<file path="config.mk">
export PLATFORM = sky130hd
export DESIGN_NAME = instr_fetch
export DESIGN_NICKNAME = d
export VERILOG_FILES = /design/src/rtl/instr_fetch.sv
export SDC_FILE = /design/constraint.sdc
export NUM_CORES = 1
export LEC_CHECK = 0
export ABC_AREA = 1
export CORE_ASPECT_RATIO = 1.25
export CORE_UTILIZATION = 41
export CTS_BUF_LIST = sky130_fd_sc_hd__clkbuf_8
export DETAILED_ROUTE_END_ITERATION = 7
export GPL_TIMING_DRIVEN = 0
export HOLD_SLACK_MARGIN = 0.1
export PLACE_DENSITY_LB_ADDON = 0.3
export SLEW_MARGIN = 20
export SYNTH_ARGS = -nofsm -noshare
export SYNTH_HDL_FRONTEND = slang
export SYNTH_SLANG_ARGS = --single-unit
export TNS_END_PERCENT = 50
</file>
<file path="constraint.sdc">
create_clock -name clk -period 1.79 [get_ports clk]
set_clock_uncertainty 0.05 [all_clocks]
set_input_delay 0.179 -clock clk [delete_from_list [all_inputs] [get_ports clk]]
set_output_delay 0.179 -clock clk [all_outputs]
set_load 0.02 [all_outputs]
</file>
<file path="src/rtl/instr_fetch.sv">
// Multi-cycle instruction fetch: PC, one-at-a-time imem read, held instruction register.
// Optional watchdog on the memory response is built only when FETCH_TIMEOUT_EN is defined.
module instr_fetch #(
    parameter logic [31:0] RESET_PC       = 32'h0000_0000,
    parameter int unsigned TIMEOUT_CYCLES = 255
) (
    input  logic        clk,
    input  logic        reset,
    output logic        ImemReq,
    output logic [31:0] ImemAddr,
    input  logic        ImemRvalid,
    input  logic [31:0] ImemRdata,
    output logic [31:0] Instr,
    output logic        InstrValid,
    output logic [31:0] PC,
    output logic [31:0] PCPlus4,
    input  logic        InstrAck,
    input  logic        PCSrc,
    input  logic [31:0] PCTarget,
    output logic        Fault
);

    localparam logic [31:0] NopInstr = 32'h0000_0013;

    if (TIMEOUT_CYCLES < 1 || TIMEOUT_CYCLES > 65535) begin : g_bad_timeout
        $error("TIMEOUT_CYCLES must be in 1..65535");
    end

    typedef enum logic [1:0] {StFetch, StWait, StValid, StHalt} state_e;

    state_e      state;
    logic [31:0] pc_q;
    logic [31:0] instr_q;
    logic        fault_q;
    logic [31:0] next_pc;

`ifdef FETCH_TIMEOUT_EN
    localparam logic [15:0] TimeoutLast = 16'(TIMEOUT_CYCLES - 1);
    logic [15:0] wait_cnt_q;
`endif

    assign next_pc = PCSrc ? PCTarget : PCPlus4;

    always_ff @(posedge clk) begin
        if (reset) begin
            state   <= StFetch;
            pc_q    <= RESET_PC;
            instr_q <= NopInstr;
            fault_q <= 1'b0;
`ifdef FETCH_TIMEOUT_EN
            wait_cnt_q <= 16'd0;
`endif
        end else begin
            unique case (state)
                StFetch: begin
                    state <= StWait;
`ifdef FETCH_TIMEOUT_EN
                    wait_cnt_q <= 16'd0;
`endif
                end
                StWait: begin
                    // A response in the final allowed cycle still wins over the timeout.
                    if (ImemRvalid) begin
                        instr_q <= ImemRdata;
                        state   <= StValid;
                    end
`ifdef FETCH_TIMEOUT_EN
                    else if (wait_cnt_q == TimeoutLast) begin
                        fault_q <= 1'b1;
                        state   <= StHalt;
                    end else begin
                        wait_cnt_q <= wait_cnt_q + 16'd1;
                    end
`endif
                end
                StValid: begin
                    if (InstrAck) begin
                        if (next_pc[1:0] != 2'b00) begin
                            fault_q <= 1'b1;
                            state   <= StHalt;
                        end else begin
                            pc_q  <= next_pc;
                            state <= StFetch;
                        end
                    end
                end
                StHalt: begin
                    state <= StHalt;
                end
            endcase
        end
    end

    // Gated by reset so the strobe stays low while reset is held.
    assign ImemReq    = (state == StFetch) && !reset;
    assign ImemAddr   = pc_q;
    assign PC         = pc_q;
    assign PCPlus4    = pc_q + 32'd4;
    assign Instr      = instr_q;
    assign InstrValid = (state == StValid);
    assign Fault      = fault_q;

endmodule

</file>
After elaboration in Yosys (flattened, before gate mapping)
Index checks and enable logic that the tools add are counted.
Widths: inputs -> output; s select.
{"block": "classes", "addsub": 1, "eq_ne": 5, "muxes": 5, "n_bitwise": 1, "reduce_logical": 8}
{"operator": "$add 32x3->32 const B", "count": 1}
{"operator": "$mux 32", "count": 1}
{"operator": "$pmux 2 s4", "count": 1}
{"operator": "$mux 2", "count": 3}
{"operator": "$reduce_and 3->1", "count": 2}
{"operator": "$eq 2x2->1 const B", "count": 2}
{"operator": "$reduce_and 2->1", "count": 2}
{"operator": "$eq 2x1->1 const B", "count": 1}
{"operator": "$logic_not 2->1", "count": 1}
{"operator": "$ne 2x1->1 const B", "count": 1}
{"operator": "$ne 2x2->1 const B", "count": 1}
{"operator": "$reduce_bool 2->1", "count": 1}
{"operator": "$logic_and 1x1->1", "count": 1}
{"operator": "$logic_not 1->1", "count": 1}
{"operator": "$not 1->1", "count": 1}
{"block": "totals", "register_bits": 67, "in_bits": 69, "out_inout_bits": 131, "word_cells": 24}

Depth between registers and ports, before layout
{"block": "logic_depth", "depth_word": 6, "ltp_mapped": 10, "ltp_nobuf": 10}

Worst setup path after synthesis
Ideal clock, no wire load.
{"block": "synth_path", "path_kind": "reg2reg", "start": "reg pc_q[3], in the netlist ImemAddr[3]", "end": "reg pc_q[12], in the netlist ImemAddr[12]", "setup_ns": 0.070, "arrival_ns": 1.792, "required_ns": 1.670, "slack_ns": -0.122, "stages_incl_launch_ff": 9, "n_path_buf": 0, "synth_period_minus_slack_ns": 1.912, "cell_sequence": "dfxtp_1 -> ha_1 -> nand2_2 -> nor2_4 -> nand2_4 -> nor2_4 -> xor2_1 -> nand2_1 -> a21oi_1"}
{"block": "synth_between", "elab_chain_len": 2}
{"item": "start: declaration", "line": "32", "rtl": "logic [31:0] pc_q;"}
{"item": "start signal: assignment", "line": "82", "rtl": "pc_q <= next_pc;"}
{"item": "$add 32x3->32", "line": "98", "rtl": "assign PCPlus4 = pc_q + 32'd4;"}
{"item": "via PCPlus4[12]", "line": "16", "rtl": "output logic [31:0] PCPlus4,"}
{"item": "$mux 32", "line": "42", "rtl": "assign next_pc = PCSrc ? PCTarget : PCPlus4;"}
The timed path passes the listed nets, and every way through them passes these cells.
A chain may end at the register's enable or synchronous reset.

Worst setup path after layout
{"block": "layout_path", "start": "reg pc_q[17], in the netlist ImemAddr[17]", "end": "out PCPlus4[18]"}
{"block": "layout_between", "elab_chain_len": 1}
{"item": "$add 32x3->32", "line": "98"}
{"item": "end: declaration", "line": "16"}
Every way passes these cells.

==> impl_metrics.ini <==
[routing]
wl_per_cell_um = 14.9
vias_per_cell = 4.92
ant_nets = 0
first_pass_iters = 5
routed-via-count = 4538
wl_mm = 13.7
drc = 0
drt_iter0_markers = 189

[synth]
syn_area_um2 = 3760
ys_types = 25
synth.net_count = 629
ys_ff_latch = 67
yosysSeqAreaShare_pct = 35.7
synthFlopType = dfxtp_1
synth-edff-count = 0
synth_async_sr_flop_share_pct = 0
syn_inst = 559
yosys_warnings = 0
syn_area_per_cell_um2 = 6.73

[cells_and_area]
nets = 868
drive_above_1_share_pct = 28.6
diodes = 0
area_growth_pct = 76.6
layout.cells.most_common = clkdlybuf4s50_1
layout_common_cells = clkdlybuf4s50_1, nand2_1, nor2_1
fill_cells = 667
fin_util_pct = 75.5

[worst_hold_path]
min_path_type = in2reg
min-delay-start = PCSrc
worstHoldEndpoint = Fault
whs_path_depth = 5

[power_and_ir_drop]
ir_worst_vdd_uv = 638
powerDensity_nw_per_um2 = 564
power.total_w = 0.00374
p_leak_nw = 2.83

[placement]
hpwlAfterDp_mm = 9.88
place_congestion = 0.940
port_buffers = 198

[sta]
holdWs_ns = 0.273
slew-limit-headroom_pct = 61.9
fmax_ghz = 0.491
final_max_slew_viol_count = 0
rsz0062_at_grt = yes
setup_viol = 22
hold_violations = 0
worst_slew_pin_slew_ns = 0.571
fin_ws_ns = -0.248
post-route-min-period_ns = 2.04
period_share_pct = 114

[clock_tree]
cts-root-buf = clkbuf_8
insertion_delay_ns = 0.36
clkTransAtPathRegs_ns = 0.07
cts_tree = done
clk_path_buf_depth = 2
clock_sinks = 67
cts.htree.levels = 3
cts_buffers = 9

[status]
violations = negative setup slack
status = finished, violations left

[floorplan]
coreArea_um2 = 8800
die-area_um2 = 9560
pin_count = 200
start_util_pct = 42.8
rows = 38
die_w_um = 87.7
die_y_um = 109

[setup_path]
rr_worst_depth = 9
crit_fanout = 6
critPathKind = reg2out
worstPathArrival_ns = 1.81
startpoint_type = flop
endpoint_kind = output port
required_ns = 1.56
timing.rr.end = ImemAddr[18]
ff2ff_setup_slack_ns = 0.03
crit_start = ImemAddr[17]
r2r_start = ImemAddr[17]

[global_route]
grt_first_pass_wirelength_mm = 20.9
grt_remaining_overflow = 0
grtUsageTotal_pct = 28.7
antenna_found_initial = 0
grt_start_max_net_pins = 12
grt_pass1_vias = 4401

[job]
maxCapViolCount = 0
==> worst max-delay path by stage <==
stage	endpoint	slack, ns	depth (start not counted)
floorplan	ImemAddr[8]	-0.03	7
global placement	PCPlus4[24]	-0.54	8
detailed placement	PCPlus4[24]	-0.57	8
CTS	PCPlus4[18]	-0.26	8
global route	PCPlus4[31]	-0.29	10
finish	PCPlus4[18]	-0.25	7
==> sequential cells by signal, indices dropped and copies added, names as in the netlist <==
register	count
Instr	32
ImemAddr	32
Fault	1
state	2
==> report_power, final <==
group          internal (W)  switching, W
Sequential          0.00155     0.0000619
Clock              0.000709      0.000610
Combinational      0.000409      0.000401
==> per-layer routing <==
metal  vias to the layer above  GRT usage, %  part of all wire [%]
met2                       194          52.2                    52
met1                      2105          29.5                    36
met3                        34          7.04                   8.2
li1                       2205             -                     -
met4                         0          16.4                   3.8
met5                         -             0                     0
==> synth_stat cells (4+ instances only) <==
master,instances,area [um2]
a21oi_1,58,290
and2_1,4,25.0
buf_2,5,25.0
buf_4,36,270
clkbuf_1,18,67.6
dfxtp_1,67,1340
inv_1,35,131
inv_2,4,15.0
nand2_1,119,447
nand2_2,5,31.3
nand3_1,18,90.1
nor2_1,92,345
nor2_4,11,124
o21ai_0,59,295
xor2_1,11,96.3
xor2_2,4,65.1
==> kinds of logic after synthesis <==
family                   synth area share [%]
AO/OA/AOI/OAI                            16.4
XOR/XNOR                                 4.29
adder cells (fa/ha/maj)                 0.333
AND/OR/NAND/NOR                          29.7
flip-flops                               35.7
buffers and inverters                    13.6
==> final cells by class <==
| type | instances | area [um2] | share of cell area (%) |
|---|---|---|---|
| Clock buffer | 11 | 151 | 2.28 |
| Inverter | 39 | 146 | 2.20 |
| Sequential cell | 67 | 1420 | 21.4 |
| Tap cell | 120 | 150 | 2.26 |
| Clock inverter | 4 | 50.0 | 0.753 |
| Buffer | 60 | 372 | 5.59 |
| Timing Repair Buffer | 228 | 2220 | 33.5 |
| Multi-Input combinational cell | 393 | 2130 | 32.0 |
==> stage by stage <==
step	cell area, um2	cells	setup TNS [ns]	setup WS [ns]
after floorplan	3790	559	-0.0865	-0.0321
after global placement	5920	877	-16.49	-0.535
after detailed placement	5920	877	-17.93	-0.573
after CTS	6480	912	-3.23	-0.258
after global routing	6640	922	-5.46	-0.290
final	6640	922	-3.90	-0.248
==> worst max-delay path, stage by stage, from the launching register on <==
cell and delay, ns:
dfxtp_2 0.40, nand2_1 0.12, nor2_1 0.21, nand2_1 0.15, nor2_4 0.15, buf_6 0.13, xor2_4 0.16, buf_6 0.14
==> repair_timing <==
| action | in CTS | in global routing |
|---|---|---|
| gates resized for setup | 233 | 48 |
| hold buffers | 0 | 0 |
| buffers inserted | 20 | 10 |
| pin swaps | 22 | 22 |
| endpoints found under the setup margin | 53 | 52 |
(Power assumes the default switching activity.)
==> edit 1 (config.mk and constraints unchanged) <==
Make the reset (`reset`) asynchronous in one clocked block.
--- a/src/rtl/instr_fetch.sv
+++ b/src/rtl/instr_fetch.sv
@@ -43,3 +43,3 @@
 
-    always_ff @(posedge clk) begin
+    always_ff @(posedge clk or posedge reset) begin
         if (reset) begin
Formal check against the unedited RTL: differs if reset is asserted again (counterexample within 4 cycles, from zero or initial values and one cycle with reset high); with reset held inactive, the same outputs for 10 cycles.
==> edit 1 against the unedited design <==
The flow still finishes with violations (negative setup slack). First-iteration DRC count rose by 68%. Synthesized cell count rose by 6.3%. Routed wire length rose by 10%. Setup slack got worse by 0.047 ns. Worst hold slack got worse by 0.16 ns. Synthesized area rose by 8.8%. Critical endpoint is now PCPlus4[20]. Cell count rose by 7.7%. Fmax fell by 2.3%. Largest cell class unchanged. Non-clock buffer count rose by 21. Cell area rose by 7.3%. Sequential cell count did not move. Sequential share of layout area rose by 2.6 points.
Power is not compared: it rests on default switching activity, and its combinational part moved more than twofold at a synthesized area within 25%.
==> edit 1: results (changes against the unedited design) <==
<table>
<tr><th>Metric</th><th>Value</th></tr>
<tr><th colspan="2">Timing</th></tr>
<tr><td>Setup TNS</td><td>-5.62 ns (-1.71 ns)</td></tr>
<tr><td>Final count of negative-setup-slack endpoints</td><td>33 (+50%)</td></tr>
<tr><td>Setup WS post-layout</td><td>-0.295 ns (-0.0471 ns)</td></tr>
<tr><th colspan="2">Placed design</th></tr>
<tr><td>Post-placement setup slack</td><td>-0.507 ns (+0.0659 ns)</td></tr>
<tr><td>Placed cell count</td><td>920 (+4.9%)</td></tr>
<tr><td>Gpl congestion</td><td>0.897 (-4.5%)</td></tr>
<tr><td>Final HPWL from detailed placement</td><td>10,300 µm (+4.7%)</td></tr>
<tr><th colspan="2">Final layout</th></tr>
<tr><td>Share of final-layout standard cells stronger than drive strength 1</td><td>32.3% (+3.7 points)</td></tr>
<tr><td>Number of multi-input combinational cells in the layout</td><td>429 (+9.2%)</td></tr>
<tr><td>Non-clk buf share</td><td>38.8% (-0.25 points)</td></tr>
<tr><td>Area Growth Syn to Fin</td><td>74.0%</td></tr>
<tr><th colspan="2">Global route</th></tr>
<tr><td>First-pass GRT wire length</td><td>23,300 µm (+12%)</td></tr>
<tr><td>Maximum number of pins on one net before global-route repair</td><td>32 (+20)</td></tr>
<tr><th colspan="2">Worst setup path</th></tr>
<tr><td>Register-to-register setup slack</td><td>-0.04 ns (-0.07 ns)</td></tr>
<tr><td>Peak fanout along the critical path</td><td>3 (-3)</td></tr>
<tr><th colspan="2">Synth</th></tr>
<tr><td>Adder and majority cell fraction of the synthesized area</td><td>0.306% (-0.027 points)</td></tr>
<tr><td>Synth top area cells</td><td>sky130_fd_sc_hd__dfrtp_1 (39%), sky130_fd_sc_hd__nand2_1 (23%), sky130_fd_sc_hd__nor2_1 (7.2%), sky130_fd_sc_hd__buf_4 (7.0%), sky130_fd_sc_hd__inv_1 (4.0%)</td></tr>
<tr><td>Commonest cells in the netlist</td><td>sky130_fd_sc_hd__nand2_1 (248), sky130_fd_sc_hd__nor2_1 (78), sky130_fd_sc_hd__dfrtp_1 (64)</td></tr>
<tr><td>Number of different library cells in the post-synthesis netlist</td><td>29 (+16%)</td></tr>
<tr><td>Post-synthesis compound-gate area fraction</td><td>5.78% (-11 points)</td></tr>
<tr><th colspan="2">Detailed routing</th></tr>
<tr><td>WL met3</td><td>1290 µm (+16%)</td></tr>
<tr><td>Wire length the detailed router placed on met1</td><td>5530 µm (+13%)</td></tr>
<tr><td>Routed length on met2</td><td>7610 µm (+5.7%)</td></tr>
<tr><th colspan="2">Outcome</th></tr>
<tr><td>Run status</td><td>complete, but fails checks</td></tr>
<tr><td>Violated checks</td><td>negative setup slack</td></tr>
</table>
## edit 1: cell types whose count changed after synthesis, moves of 4 or more
| cell | delta |
|---|---|
| sky130_fd_sc_hd__a21oi_1 | -40 |
| sky130_fd_sc_hd__clkbuf_1 | -12 |
| sky130_fd_sc_hd__dfrtp_1 | +64 |
| sky130_fd_sc_hd__dfxtp_1 | -67 |
| sky130_fd_sc_hd__inv_1 | +9 |
| sky130_fd_sc_hd__nand2_1 | +129 |
| sky130_fd_sc_hd__nand3_1 | +9 |
| sky130_fd_sc_hd__nor2_1 | -14 |
| sky130_fd_sc_hd__nor2_2 | +6 |
| sky130_fd_sc_hd__nor2_4 | -4 |
| sky130_fd_sc_hd__o21ai_0 | -45 |
| sky130_fd_sc_hd__o22ai_1 | +5 |
| sky130_fd_sc_hd__xor2_1 | -5 |
| sky130_fd_sc_hd__xor2_2 | -4 |
## edit 1: repair_timing
item / CTS / global route
pin swaps: 23 / 23
resized for setup: 231 / 59
endpoints found under the setup margin: 49 / 38
buffers inserted: 40 / 17
==> edit 2 (same settings) <==
Made on the original files. The option `FETCH_TIMEOUT_EN` is turned on by a define.
--- a/src/rtl/instr_fetch.sv
+++ b/src/rtl/instr_fetch.sv
@@ -2,2 +2,4 @@
 // Optional watchdog on the memory response is built only when FETCH_TIMEOUT_EN is defined.
+`define FETCH_TIMEOUT_EN
+
 module instr_fetch #(
Function: no difference found for any inputs over 4 cycles, from zero or initial values and one cycle with reset high; that may be too few to reach the edited logic, so the function may still have changed.
==> edit 2 against the unedited design <==
Power grew 16%. The run still ends with negative setup slack left. Via count grew 20%. Critical path type unchanged. Register-to-register slack lost 0.10 ns. Cell count grew 18%. Highest routed layer unchanged. Sequential cell count grew 16. First-iteration DRC count grew 48%. Worst hold slack is essentially flat. Critical endpoint is now PCPlus4[30]. Setup slack lost 0.056 ns. Synthesized area grew 27%. Routed wire length grew 15%. Cell area grew 17%. Fmax shrank 2.7%.
==> edit 2: results (changes against the unedited design) <==
<table>
<tr><th>Metric</th><th>Value</th></tr>
<tr><th colspan="2">Outcome</th></tr>
<tr><td>Run status</td><td>complete, but fails checks</td></tr>
<tr><td>Violated checks</td><td>negative setup slack</td></tr>
<tr><th colspan="2">Global route</th></tr>
<tr><td>Maximum number of pins on one net before global-route repair</td><td>15 (+3)</td></tr>
<tr><td>GRT Overall Usage</td><td>24.9% (-3.8 points)</td></tr>
<tr><th colspan="2">Synth</th></tr>
<tr><td>Adder and majority cell fraction of the synthesized area</td><td>0.784% (+0.45 points)</td></tr>
<tr><td>Commonest cells in the netlist</td><td>sky130_fd_sc_hd__nand2_1 (157), sky130_fd_sc_hd__nor2_1 (112), sky130_fd_sc_hd__dfxtp_1 (83)</td></tr>
<tr><td>Syn_nets</td><td>784 (+25%)</td></tr>
<tr><td>Synth Instances</td><td>712 (+27%)</td></tr>
<tr><td>Synth top area cells</td><td>sky130_fd_sc_hd__dfxtp_1 (35%), sky130_fd_sc_hd__nand2_1 (12%), sky130_fd_sc_hd__nor2_1 (8.8%), sky130_fd_sc_hd__a21oi_1 (6.9%), sky130_fd_sc_hd__o21ai_0 (6.7%)</td></tr>
<tr><th colspan="2">Pwr</th></tr>
<tr><td>Pleak</td><td>3.23 nW (+14%)</td></tr>
<tr><td>Maximum vdd drop</td><td>0.462 mV (-28%)</td></tr>
<tr><th colspan="2">Placed design</th></tr>
<tr><td>Final HPWL from detailed placement</td><td>11,500 µm (+16%)</td></tr>
<tr><td>Area after DPL</td><td>6960 µm² (+18%)</td></tr>
<tr><td>Gpl congestion</td><td>0.952 (+1.3%)</td></tr>
<tr><td>Placed cell count</td><td>1,045 (+19%)</td></tr>
<tr><th colspan="2">Detailed routing</th></tr>
<tr><td>Routed vias</td><td>5,462 (+20%)</td></tr>
<tr><td>Per-cell routed wire length</td><td>14.5 µm (-2.8%)</td></tr>
<tr><td>Total length of routed wires</td><td>15,800 µm (+15%)</td></tr>
<tr><th colspan="2">Worst setup path</th></tr>
<tr><td>Reg-to-reg startpoint</td><td>ImemAddr[2]</td></tr>
<tr><td>Reg2reg end</td><td>ImemAddr[30]</td></tr>
<tr><th colspan="2">Clocking</th></tr>
<tr><td>Count of buffers added by post-CTS timing repair for setup</td><td>17 (-15%)</td></tr>
<tr><td>Number of gates resized after cts</td><td>234 (+0.43%)</td></tr>
<tr><th colspan="2">Timing</th></tr>
<tr><td>Smallest hold slack</td><td>0.273 ns (-0.000362 ns)</td></tr>
<tr><td>Final count of negative-setup-slack endpoints</td><td>26 (+18%)</td></tr>
<tr><td>Setup WS post-layout</td><td>-0.303 ns (-0.0556 ns)</td></tr>
<tr><th colspan="2">Final layout</th></tr>
<tr><td>Share of final-layout standard cells stronger than drive strength 1</td><td>27.1% (-1.5 points)</td></tr>
<tr><th colspan="2">Min path</th></tr>
<tr><td>Capture endpoint of the worst hold path</td><td>ImemAddr[2]</td></tr>
</table>
[edit 2: changes by cell type in the layout (fill, tap and decap cells not counted), sizes merged, moves of 4 or more]
cell / unedited run / this run
nand2: 126 / 170
nor2: 105 / 126
inv: 39 / 52
o21ai: 61 / 65
a21oi: 58 / 75
dfxtp: 67 / 83
nand4: 0 / 5
clkinv: 1 / 5
nand3: 18 / 33
nand3b: 0 / 7
[edit 2: per-stage QoR]
step                worst slack [ns]  power (mW)  TNS (ns)
floorplan                    -0.0222        2.42   -0.0605
global placement              -0.533        2.85    -19.17
detailed placement            -0.560        2.86    -19.89
CTS                           -0.279        4.35     -4.16
global route                  -0.378        4.50     -6.76
finish                        -0.303        4.33     -4.74
[edit 2: worst max-delay path by stage]
stage	startpoint	endpoint	cells past startpoint
finish	ImemAddr[2]	PCPlus4[30]	10
global route	ImemAddr[2]	PCPlus4[28]	9
CTS	ImemAddr[2]	PCPlus4[30]	10
detailed placement	ImemAddr[3]	PCPlus4[24]	9
global placement	ImemAddr[3]	PCPlus4[24]	9
floorplan	ImemAddr[3]	ImemAddr[18]	8
[edit 2: layout make-up]
class	count	area (µm²)
clock inverter	6	91.3
sequential	83	1760
multi-input combinational	514	2800
inverter	53	203
tap	135	169
timing repair buffer	230	2240
fill	950	3460
clock buffer	9	124
buffer	62	398
[edit 2: power breakdown]
| group | internal (mW) | switching (mW) |
|---|---|---|
| clock | 0.783 | 0.740 |
| sequential | 1.90 | 0.0608 |
| combinational | 0.418 | 0.433 |
[edit 2: per-layer routing]
layer | share of wire (%) | GRT usage (%)
met1 | 38 | 27.3
met5 | 0 | 0
met2 | 53 | 46.4
met3 | 6.5 | 5.47
met4 | 2.4 | 10.2
